$ cat config.mk
export PLATFORM = sky130hd
export DESIGN_NAME = keypad_scanner
export DESIGN_NICKNAME = d
export VERILOG_FILES = /design/src/rtl/keypad_pkg.sv /design/src/rtl/keypad_sync.sv /design/src/rtl/keypad_scanner.sv
export SDC_FILE = /design/constraint.sdc
export NUM_CORES = 1
export LEC_CHECK = 0
export CORE_AREA = 2 2 80 82
export DETAILED_ROUTE_END_ITERATION = 16
export DIE_AREA = 0 0 82 84
export MAX_ROUTING_LAYER = met4
export PLACE_DENSITY = 0.63
export SLEW_MARGIN = 20
export SYNTH_ARGS = -nofsm -noshare
export SYNTH_HDL_FRONTEND = slang
export SYNTH_SLANG_ARGS = --single-unit
export TNS_END_PERCENT = 50
$ cat constraint.sdc
create_clock -name clk -period 3.01 [get_ports clk]
set_input_delay 0.301 -clock clk [delete_from_list [all_inputs] [get_ports clk]]
set_output_delay 0.301 -clock clk [all_outputs]
set_load 0.05 [all_outputs]
$ cat src/rtl/keypad_pkg.sv
`default_nettype none
// ============================================================================
//  Module      : keypad_pkg
//  Description : Shared types and constants for the 4x4 keypad scanner:
//                scanner state enum, key code constants and the
//                (row, col) -> key code mapping.
//  Revision    : 1.0  initial release
// ============================================================================
package keypad_pkg;

    typedef enum logic [1:0] {
        SCAN     = 2'd0,
        DEBOUNCE = 2'd1,
        HELD     = 2'd2,
        RELEASE  = 2'd3
    } state_t;

    localparam logic [3:0] KEY_A    = 4'd10;
    localparam logic [3:0] KEY_B    = 4'd11;
    localparam logic [3:0] KEY_C    = 4'd12;
    localparam logic [3:0] KEY_D    = 4'd13;
    localparam logic [3:0] KEY_STAR = 4'd14;
    localparam logic [3:0] KEY_HASH = 4'd15;

    // Keypad legend: r0: 1 2 3 A / r1: 4 5 6 B / r2: 7 8 9 C / r3: * 0 # D
    function automatic logic [3:0] map_key(input logic [1:0] row, input logic [1:0] col);
        logic [3:0] code;
        case ({row, col})
            4'h0:    code = 4'd1;
            4'h1:    code = 4'd2;
            4'h2:    code = 4'd3;
            4'h3:    code = KEY_A;
            4'h4:    code = 4'd4;
            4'h5:    code = 4'd5;
            4'h6:    code = 4'd6;
            4'h7:    code = KEY_B;
            4'h8:    code = 4'd7;
            4'h9:    code = 4'd8;
            4'hA:    code = 4'd9;
            4'hB:    code = KEY_C;
            4'hC:    code = KEY_STAR;
            4'hD:    code = 4'd0;
            4'hE:    code = KEY_HASH;
            default: code = KEY_D;
        endcase
        return code;
    endfunction

endpackage
`default_nettype wire

$ cat src/rtl/keypad_sync.sv
`default_nettype none
// ============================================================================
//  Module      : keypad_sync
//  Description : 4-bit two-flop synchronizer for the asynchronous column
//                inputs. Resets to all-ones (no key pressed).
//  Ports       : clk, rst_n      clock / async active-low reset
//                i_async [3:0]   asynchronous column inputs
//                o_sync  [3:0]   synchronized columns (2-cycle latency)
//  Revision    : 1.0  initial release
// ============================================================================
module keypad_sync (
    input  logic       clk,
    input  logic       rst_n,
    input  logic [3:0] i_async,
    output logic [3:0] o_sync
);

    logic [3:0] r_meta;
    logic [3:0] r_sync;

    always_ff @(posedge clk or negedge rst_n) begin
        if (!rst_n) begin
            r_meta <= 4'b1111;
            r_sync <= 4'b1111;
        end else begin
            r_meta <= i_async;
            r_sync <= r_meta;
        end
    end

    assign o_sync = r_sync;

endmodule
`default_nettype wire

$ cat src/rtl/keypad_scanner.sv
`default_nettype none
// ============================================================================
//  Module      : keypad_scanner
//  Description : 4x4 matrix keypad scanner. Drives one row low at a time,
//                samples synchronized active-low columns, debounces press
//                and release and emits a key code with a one-cycle strobe.
//  Ports       : clk, rst_n        clock / async active-low reset
//                LINE     [3:0]    row drive, one-hot active-low
//                COLLUMMN [3:0]    column sense, active-low, asynchronous
//                key_code [3:0]    last accepted key code
//                key_valid         one-cycle pulse on acceptance
//                key_pressed       high from acceptance until release
//  Revision    : 1.0  initial release
// ============================================================================
module keypad_scanner
    import keypad_pkg::*;
#(
    parameter int SETTLE_CYCLES   = 1000,
    parameter int DEBOUNCE_CYCLES = 1000000
) (
    input  logic       clk,
    input  logic       rst_n,
    output logic [3:0] LINE,
    input  logic [3:0] COLLUMMN,
    output logic [3:0] key_code,
    output logic       key_valid,
    output logic       key_pressed
);

    localparam int c_MAX_CYCLES = (SETTLE_CYCLES > DEBOUNCE_CYCLES) ? SETTLE_CYCLES : DEBOUNCE_CYCLES;
    localparam int c_CNT_W      = $clog2(c_MAX_CYCLES);
    localparam logic [c_CNT_W-1:0] c_SETTLE_LAST = c_CNT_W'(SETTLE_CYCLES - 1);
    localparam logic [c_CNT_W-1:0] c_DEB_LAST    = c_CNT_W'(DEBOUNCE_CYCLES - 1);

    logic [3:0]         w_sync;
    state_t             r_state, w_state_n;
    logic [1:0]         r_row, w_row_n;
    logic [1:0]         r_col, w_col_n;
    logic [c_CNT_W-1:0] r_cnt, w_cnt_n;
    logic [3:0]         r_line, w_line_n;
    logic [3:0]         r_key_code, w_key_code_n;
    logic               r_key_valid, w_key_valid_n;
    logic               r_key_pressed, w_key_pressed_n;
    logic               w_any_low;
    logic [1:0]         w_first_col;
    logic               w_col_low;

    keypad_sync u_sync (
        .clk     (clk),
        .rst_n   (rst_n),
        .i_async (COLLUMMN),
        .o_sync  (w_sync)
    );

    // Lowest-index low column wins when several keys share the row.
    always_comb begin
        w_any_low   = ~&w_sync;
        w_first_col = 2'd0;
        if      (!w_sync[0]) w_first_col = 2'd0;
        else if (!w_sync[1]) w_first_col = 2'd1;
        else if (!w_sync[2]) w_first_col = 2'd2;
        else if (!w_sync[3]) w_first_col = 2'd3;
    end

    assign w_col_low = ~w_sync[r_col];

    always_ff @(posedge clk or negedge rst_n) begin
        if (!rst_n) begin
            r_state       <= SCAN;
            r_row         <= 2'd0;
            r_col         <= 2'd0;
            r_cnt         <= '0;
            r_line        <= 4'b1110;
            r_key_code    <= 4'd0;
            r_key_valid   <= 1'b0;
            r_key_pressed <= 1'b0;
        end else begin
            r_state       <= w_state_n;
            r_row         <= w_row_n;
            r_col         <= w_col_n;
            r_cnt         <= w_cnt_n;
            r_line        <= w_line_n;
            r_key_code    <= w_key_code_n;
            r_key_valid   <= w_key_valid_n;
            r_key_pressed <= w_key_pressed_n;
        end
    end

    // Counters only increment below their terminal value and are cleared on
    // every state change, so they can never wrap.
    always_comb begin
        w_state_n       = r_state;
        w_row_n         = r_row;
        w_col_n         = r_col;
        w_cnt_n         = r_cnt;
        w_key_code_n    = r_key_code;
        w_key_valid_n   = 1'b0;
        w_key_pressed_n = r_key_pressed;
        case (r_state)
            SCAN: begin
                if (r_cnt == c_SETTLE_LAST) begin
                    w_cnt_n = '0;
                    if (w_any_low) begin
                        w_col_n   = w_first_col;
                        w_state_n = DEBOUNCE;
                    end else begin
                        w_row_n = r_row + 2'd1;
                    end
                end else begin
                    w_cnt_n = r_cnt + 1'b1;
                end
            end
            DEBOUNCE: begin
                if (!w_col_low) begin
                    w_state_n = SCAN;
                    w_row_n   = r_row + 2'd1;
                    w_cnt_n   = '0;
                end else if (r_cnt == c_DEB_LAST) begin
                    w_key_code_n    = map_key(r_row, r_col);
                    w_key_valid_n   = 1'b1;
                    w_key_pressed_n = 1'b1;
                    w_state_n       = HELD;
                    w_cnt_n         = '0;
                end else begin
                    w_cnt_n = r_cnt + 1'b1;
                end
            end
            HELD: begin
                if (!w_col_low) begin
                    w_state_n = RELEASE;
                    w_cnt_n   = '0;
                end
            end
            RELEASE: begin
                if (w_col_low) begin
                    w_state_n = HELD;
                    w_cnt_n   = '0;
                end else if (r_cnt == c_DEB_LAST) begin
                    w_key_pressed_n = 1'b0;
                    w_row_n         = r_row + 2'd1;
                    w_state_n       = SCAN;
                    w_cnt_n         = '0;
                end else begin
                    w_cnt_n = r_cnt + 1'b1;
                end
            end
            default: begin
                w_state_n = SCAN;
                w_cnt_n   = '0;
            end
        endcase
        // Row drive is registered from the next row so LINE never glitches.
        w_line_n = ~(4'b0001 << w_row_n);
    end

    assign LINE        = r_line;
    assign key_code    = r_key_code;
    assign key_valid   = r_key_valid;
    assign key_pressed = r_key_pressed;

endmodule
`default_nettype wire

==> results.toml, run 1 <==
[routing]
num_vias = 1564
first_pass_iters = 4
final_antenna_net_count = 0
drc = 0
first_iter_violations = 90
totalWireLength_um = 3940
post_drt_wl_per_cell_um = 12.7
via_per_inst = 5.03

[power]
intPower_uw = 798
pwr-share-comb = 0.027
power_mw = 1.01
ir_worst_vdd_mv = 0.156
switching_share = 0.212
power_leakage_nw = 1.11
power_density_nw_per_um2 = 390
power.switching_uw = 214
pwr-share-clk = 0.376
pwr-share-seq = 0.597

[critical_path]
worstPathMaxFanout = 20
r2r-start = "r_cnt[6]"
critPathKind = "register to register"
slowest_delay_ns = 0.53
path_cells = "or4b_1 > nor4_1 > and2_1 > nor2_1 > o31ai_2 > buf_4 > nor2_1"
worstPathRequired_ns = 3.19
reg2reg_to = "r_cnt[8]"
start_kind = "register"
crit_path_frequent_cell = "nor2_1"
reg2reg_setup_slack_ns = 0.54
worstPathArrival_ns = 2.65
endpoint_kind = "register"
worst_path_max_delay_cell = "or4b_1"
reg2reg_depth = 7

[clocking]
clkTransAtPathRegs_ns = 0.08
cts_resized = 0
cts_tree = "done"
htree_levels = 2
worstSkewPairLatency_ns = 0.30
cts.sinks = 44
cts_made_buffers = 5
cts_root_buf = "clkbuf_8"
clockBufferDepth = 2

[sta]
setup_tns_ns = 0
rsz0062_at_grt = "false"
min_period_ns = 2.47
max_slew_margin = 0.584
finalCritPeriodShare = 0.822
finalMaxSlewViolations = 0
final_hold_viol_count = 0
tightest_slew_ns = 0.619
fin_skew_ns = 0.00569
setup_viol = 0
fmax_mhz = 404

[global_routing]
gr-total-overflow = 0
grt_pass1_vias = 1511
grt_pass1_wl_um = 6840
track_usage = 0.133
grt_start_max_net_pins = 45
antenna_found_initial = 0

[synthesis]
syn_inst = 214
ys_seq_area_frac = 0.498
syn_nets = 226
synth_top_area_frac = 0.369
synth_edf_count = 0
yosysTopAreaCell = "dfrtp_1"
synth_area_leaders = "dfrtp_1, dfstp_2, xor2_1"
synth-main-ff-cell = "dfrtp_1"
synth_cell_types = 48
avgSynthCellArea_um2 = 10.5
ys_seq_elements = 44
syn_area_um2 = 2240
async_flop_share = 1.00
yosys_warnings = 0

[cells_and_area]
antenna_cells = 0
multiInputGateArea_um2 = 1070
layout_commonest_cell = "dfrtp_1"
register_area_um2 = 1110
fin_nets = 245
most-common-layout-cells = "dfrtp_1, nor2_1, nand2_1, clkdlybuf4s50_1, nand3_1"
nFillCells = 604
drive_gt1_frac = 0.150
area_growth_pct = 15.8

[hold_path]
min_path_type = "register to register"
min_to = "u_sync.o_sync[2]"
min_from = "u_sync.r_meta[2]"
whs_path_depth = 0

[floorplan]
io_pins = 16
core_um2 = 6100
rows = 29
die_h_um = 84
start_util = 0.367
die_x_um = 82
die-area_um2 = 6890

[placed_design]
gp_congestion = 0.794
hpwl_um = 2740
io_buffers = 15

[job]
cap_violations = 0

[run_status]
status = "finished, final reports clean"
[worst max path at each step]
stage              from        end  slack (ns)  cells after the start
2_1_floorplan  r_cnt[6]   r_cnt[0]        0.83                      7
3_5_place_dp   r_cnt[6]   r_cnt[5]        0.56                      7
4_1_cts        r_cnt[6]   r_cnt[8]        0.53                      7
6_report       r_cnt[6]   r_cnt[8]        0.54                      7
3_3_place_gp   r_cnt[6]  r_cnt[13]        0.56                      7
5_1_grt        r_cnt[6]   r_cnt[8]        0.43                      7
[cell type report]
| type | count | area share |
|---|---|---|
| Inverter | 10 | 0.0145 |
| Timing Repair Buffer | 18 | 0.0705 |
| Clock inverter | 1 | 0.00290 |
| Multi-Input combinational cell | 154 | 0.412 |
| Clock buffer | 7 | 0.0333 |
| Sequential cell | 44 | 0.430 |
| Tap cell | 77 | 0.0372 |
[per-layer routing]
layer / routed length, um / share of wire / vias to the layer above / global-route usage
met1: 1890 / 0.48 / 755 / 0.166
met2: 1840 / 0.47 / 23 / 0.194
met5: 0 / 0 / - / -
li1: - / - / 779 / -
met4: 97 / 0.025 / 0 / 0.0742
met3: 114 / 0.029 / 7 / 0.0325
[repair_timing]
action	4_1_cts	5_1_grt
buffers inserted	0	0
hold endpoints to repair	0	10
hold buffers	0	1
[state kept, by name, indices dropped and copies added, names as in the netlist, named ones only]
name,count
r_col,2
u_sync.r_meta,4
key_valid,1
LINE,4
r_row,2
key_code,4
u_sync.o_sync,4
r_state,1
key_pressed,1
r_cnt,20
[synth_stat cells, types with 2 or more instances]
master	number
nor2_1	26
and4_1	2
xnor2_1	9
and2_1	2
buf_2	2
nor3_1	5
mux4_2	2
a21oi_1	8
dfrtp_1	33
dfstp_2	11
nand4_1	3
clkbuf_1	4
nand3_1	13
mux2i_1	3
nand2b_1	3
inv_1	10
nand2_1	17
xor2_1	12
ha_1	6
and3_1	5
nor4_1	3
o21ai_0	5
mux2_2	5
[logic make-up after synthesis]
kind of cell               share of synthesized area
buffers and inverters                         0.0279
muxes                                         0.0587
AOI/OAI and AO/OA                             0.0821
xor gates and xnor gates                      0.0821
adders and majority gates                     0.0335
DFF                                            0.498
and+or+nand+nor                                0.218
[power by group through the flow]
stage | combinational (mW) | sequential [mW] | clock (mW)
floorplan | 0.00582 | 0.614 | 0
global placement | 0.0244 | 0.615 | 0
detailed placement | 0.0242 | 0.615 | 0
CTS | 0.0244 | 0.604 | 0.396
global route | 0.0319 | 0.605 | 0.422
finish | 0.0273 | 0.604 | 0.381
[stage by stage]
step | hold slack [ns] | instance area [um^2] | utilization | worst slack, ns | cells
floorplan | 0.00541 | 2240 | - | 0.832 | 214
global placement | 0.346 | 2470 | 0.405 | 0.563 | 301
detailed placement | 0.347 | 2470 | 0.405 | 0.558 | 301
CTS | 0.181 | 2560 | 0.420 | 0.532 | 309
global route | 0.362 | 2590 | 0.425 | 0.428 | 311
finish | 0.355 | 2590 | 0.425 | 0.537 | 311
[critical path: cells and delay by family (launching register included)]
| family | cells | cell delay (ns) |
|---|---|---|
| AND/OR/NAND/NOR | 5 | 1.43 |
| flip-flops | 1 | 0.44 |
| buffers and inverters | 1 | 0.27 |
| AO/OA/AOI/OAI | 1 | 0.20 |
Note: power is estimated with default switching activity, not from simulation.
==> inputs of run 2 (changes only) <==
- PLACE_DENSITY: 0.63 -> 0.65
- clock period: 3.01 -> 2.2 ns (I/O delays scaled with it)
==> run 2 against run 1 <==
Compared with the run above: the run now ends with setup timing left; clock skew grew 0.0057 ns; design area rose by 13%; via count increased by 9.9%; critical path type unchanged; highest routed layer unchanged.
==> results.toml, run 2 (synthesis gave the netlist of run 1 again) <==
[run_status]
status = "finished with violations"
failed_checks = "setup timing"

[floorplan]
start_util = 0.367
die_x_um = 82
die_h_um = 84
io_pins = 16
core_um2 = 6100
die-area_um2 = 6890
rows = 29

[sta]
tightest_slew_ns = 0.838
final_hold_viol_count = 0
finalMaxSlewViolations = 0
finalCritPeriodShare = 1.00
setup_tns_ns = -0.00509
layout_setup_ws_ns = -0.00509
min_period_ns = 2.21
rsz0062_at_grt = "true"
setup_viol = 1
fmax_mhz = 453
max_slew_margin = 0.441
fin_skew_ns = 0.0114

[power]
power_density_nw_per_um2 = 518
power_mw = 1.51
power_leakage_nw = 1.30
ir_worst_vdd_mv = 0.389

[critical_path]
reg2reg_depth = 8
critPathKind = "register to register"
worstPathMaxFanout = 10
worstPathRequired_ns = 2.38
endpoint_kind = "register"
reg2reg_setup_slack_ns = -0.005
start_kind = "register"
worstPathArrival_ns = 2.39
r2r-start = "r_cnt[10]"
reg2reg_to = "r_cnt[14]"

[global_routing]
grt_pass1_wl_um = 8090
grt_start_max_net_pins = 38
track_usage = 0.158
gr-total-overflow = 0
grt_pass1_vias = 1726
antenna_found_initial = 0

[clocking]
ctsHoldBuffers = 0
worstSkewPairLatency_ns = 0.30
htree_levels = 2
clkTransAtPathRegs_ns = 0.09
cts_root_buf = "clkbuf_8"
cts.sinks = 44
clockBufferDepth = 2
cts_tree = "done"
cts_made_buffers = 5

[placed_design]
io_buffers = 15
hpwl_um = 3020
gp_congestion = 0.772
place_inst = 320
place_area_um2 = 2620

[hold_path]
min_path_type = "input port to async pin"

[cells_and_area]
drive_gt1_frac = 0.295
largest_reg_flops = 20
stdcell_area_um2 = 2920
antenna_cells = 0
instances_no_fill = 335
top_register = "r_cnt"
most-common-layout-cells = "dfrtp_1, buf_4, nor2_1, nand2_1, clkdlybuf4s50_1"
fin_nets = 269
layout_commonest_cell = "dfrtp_1"
area_growth_pct = 30.3

[routing]
final_antenna_net_count = 0
num_vias = 1719
first_pass_iters = 5
drc = 0
post_drt_wl_per_cell_um = 14.2
totalWireLength_um = 4750
first_iter_violations = 87
via_per_inst = 5.13

[job]
cap_violations = 0
==> run 2: power breakdown <==
part / internal, mW / leakage, nW / switching (mW)
sequential: 0.822 / 0.562 / 0.00486
clock: 0.371 / 0.0614 / 0.277
combinational: 0.0122 / 0.673 / 0.0234
total: 1.21 / 1.30 / 0.305
==> run 2: per-layer routing <==
layer | routed length [um] | global-route usage | up-vias
met5 | 0 | - | -
met4 | 123 | 0.0788 | 0
met3 | 158 | 0.0368 | 13
met2 | 2320 | 0.227 | 38
met1 | 2150 | 0.208 | 843
li1 | - | - | 825
==> run 2: critical path, cell delays in order (launching register included) <==
cell and delay (ns):
dfrtp_1 0.40, or4_4 0.55, or3_4 0.40, nor2_4 0.14
o221ai_2 0.13, o31ai_4 0.10, buf_4 0.18, buf_12 0.12
nor2_1 0.05
==> run 2: worst max path at each step <==
stage                     cells after the start      start  slack (ns)   endpoint
final                                         8  r_cnt[10]      -0.005  r_cnt[14]
after global routing                          9   r_cnt[8]       -0.08  r_cnt[19]
after floorplan                               7   r_cnt[6]        0.02   r_cnt[0]
after CTS                                     6  r_cnt[10]       -0.01    LINE[0]
after global placement                        6  r_cnt[10]       -0.01    LINE[1]
after detailed placement                      8   r_cnt[7]       -0.06  r_cnt[14]
==> run 2: layout make-up <==
class / count / area (um^2)
Sequential cell: 44 / 1110
Multi-Input combinational cell: 154 / 1160
Clock inverter: 2 / 38.8
Tap cell: 77 / 96.3
Clock buffer: 6 / 82.6
Inverter: 10 / 37.5
Fill cell: 574 / 3180
Timing Repair Buffer: 42 / 384
==> run 2: metrics by stage <==
step           setup WS [ns]  hold slack [ns]   util
4_1_cts              -0.0123           0.0343  0.468
5_1_grt              -0.0773           0.0606  0.479
3_5_place_dp         -0.0586            0.348  0.430
3_3_place_gp         -0.0115            0.346  0.430
2_1_floorplan         0.0224          -0.0756      -
6_report            -0.00509           0.0133  0.479
==> run 2: what timing repair did <==
item                                    4_1_cts  5_1_grt
gates cloned                                  2        0
endpoints found under the setup margin       24       30
buffers inserted                              4        1
gates resized for setup                       7       12
endpoints found under the hold margin         0        0
pin swaps                                     7        5
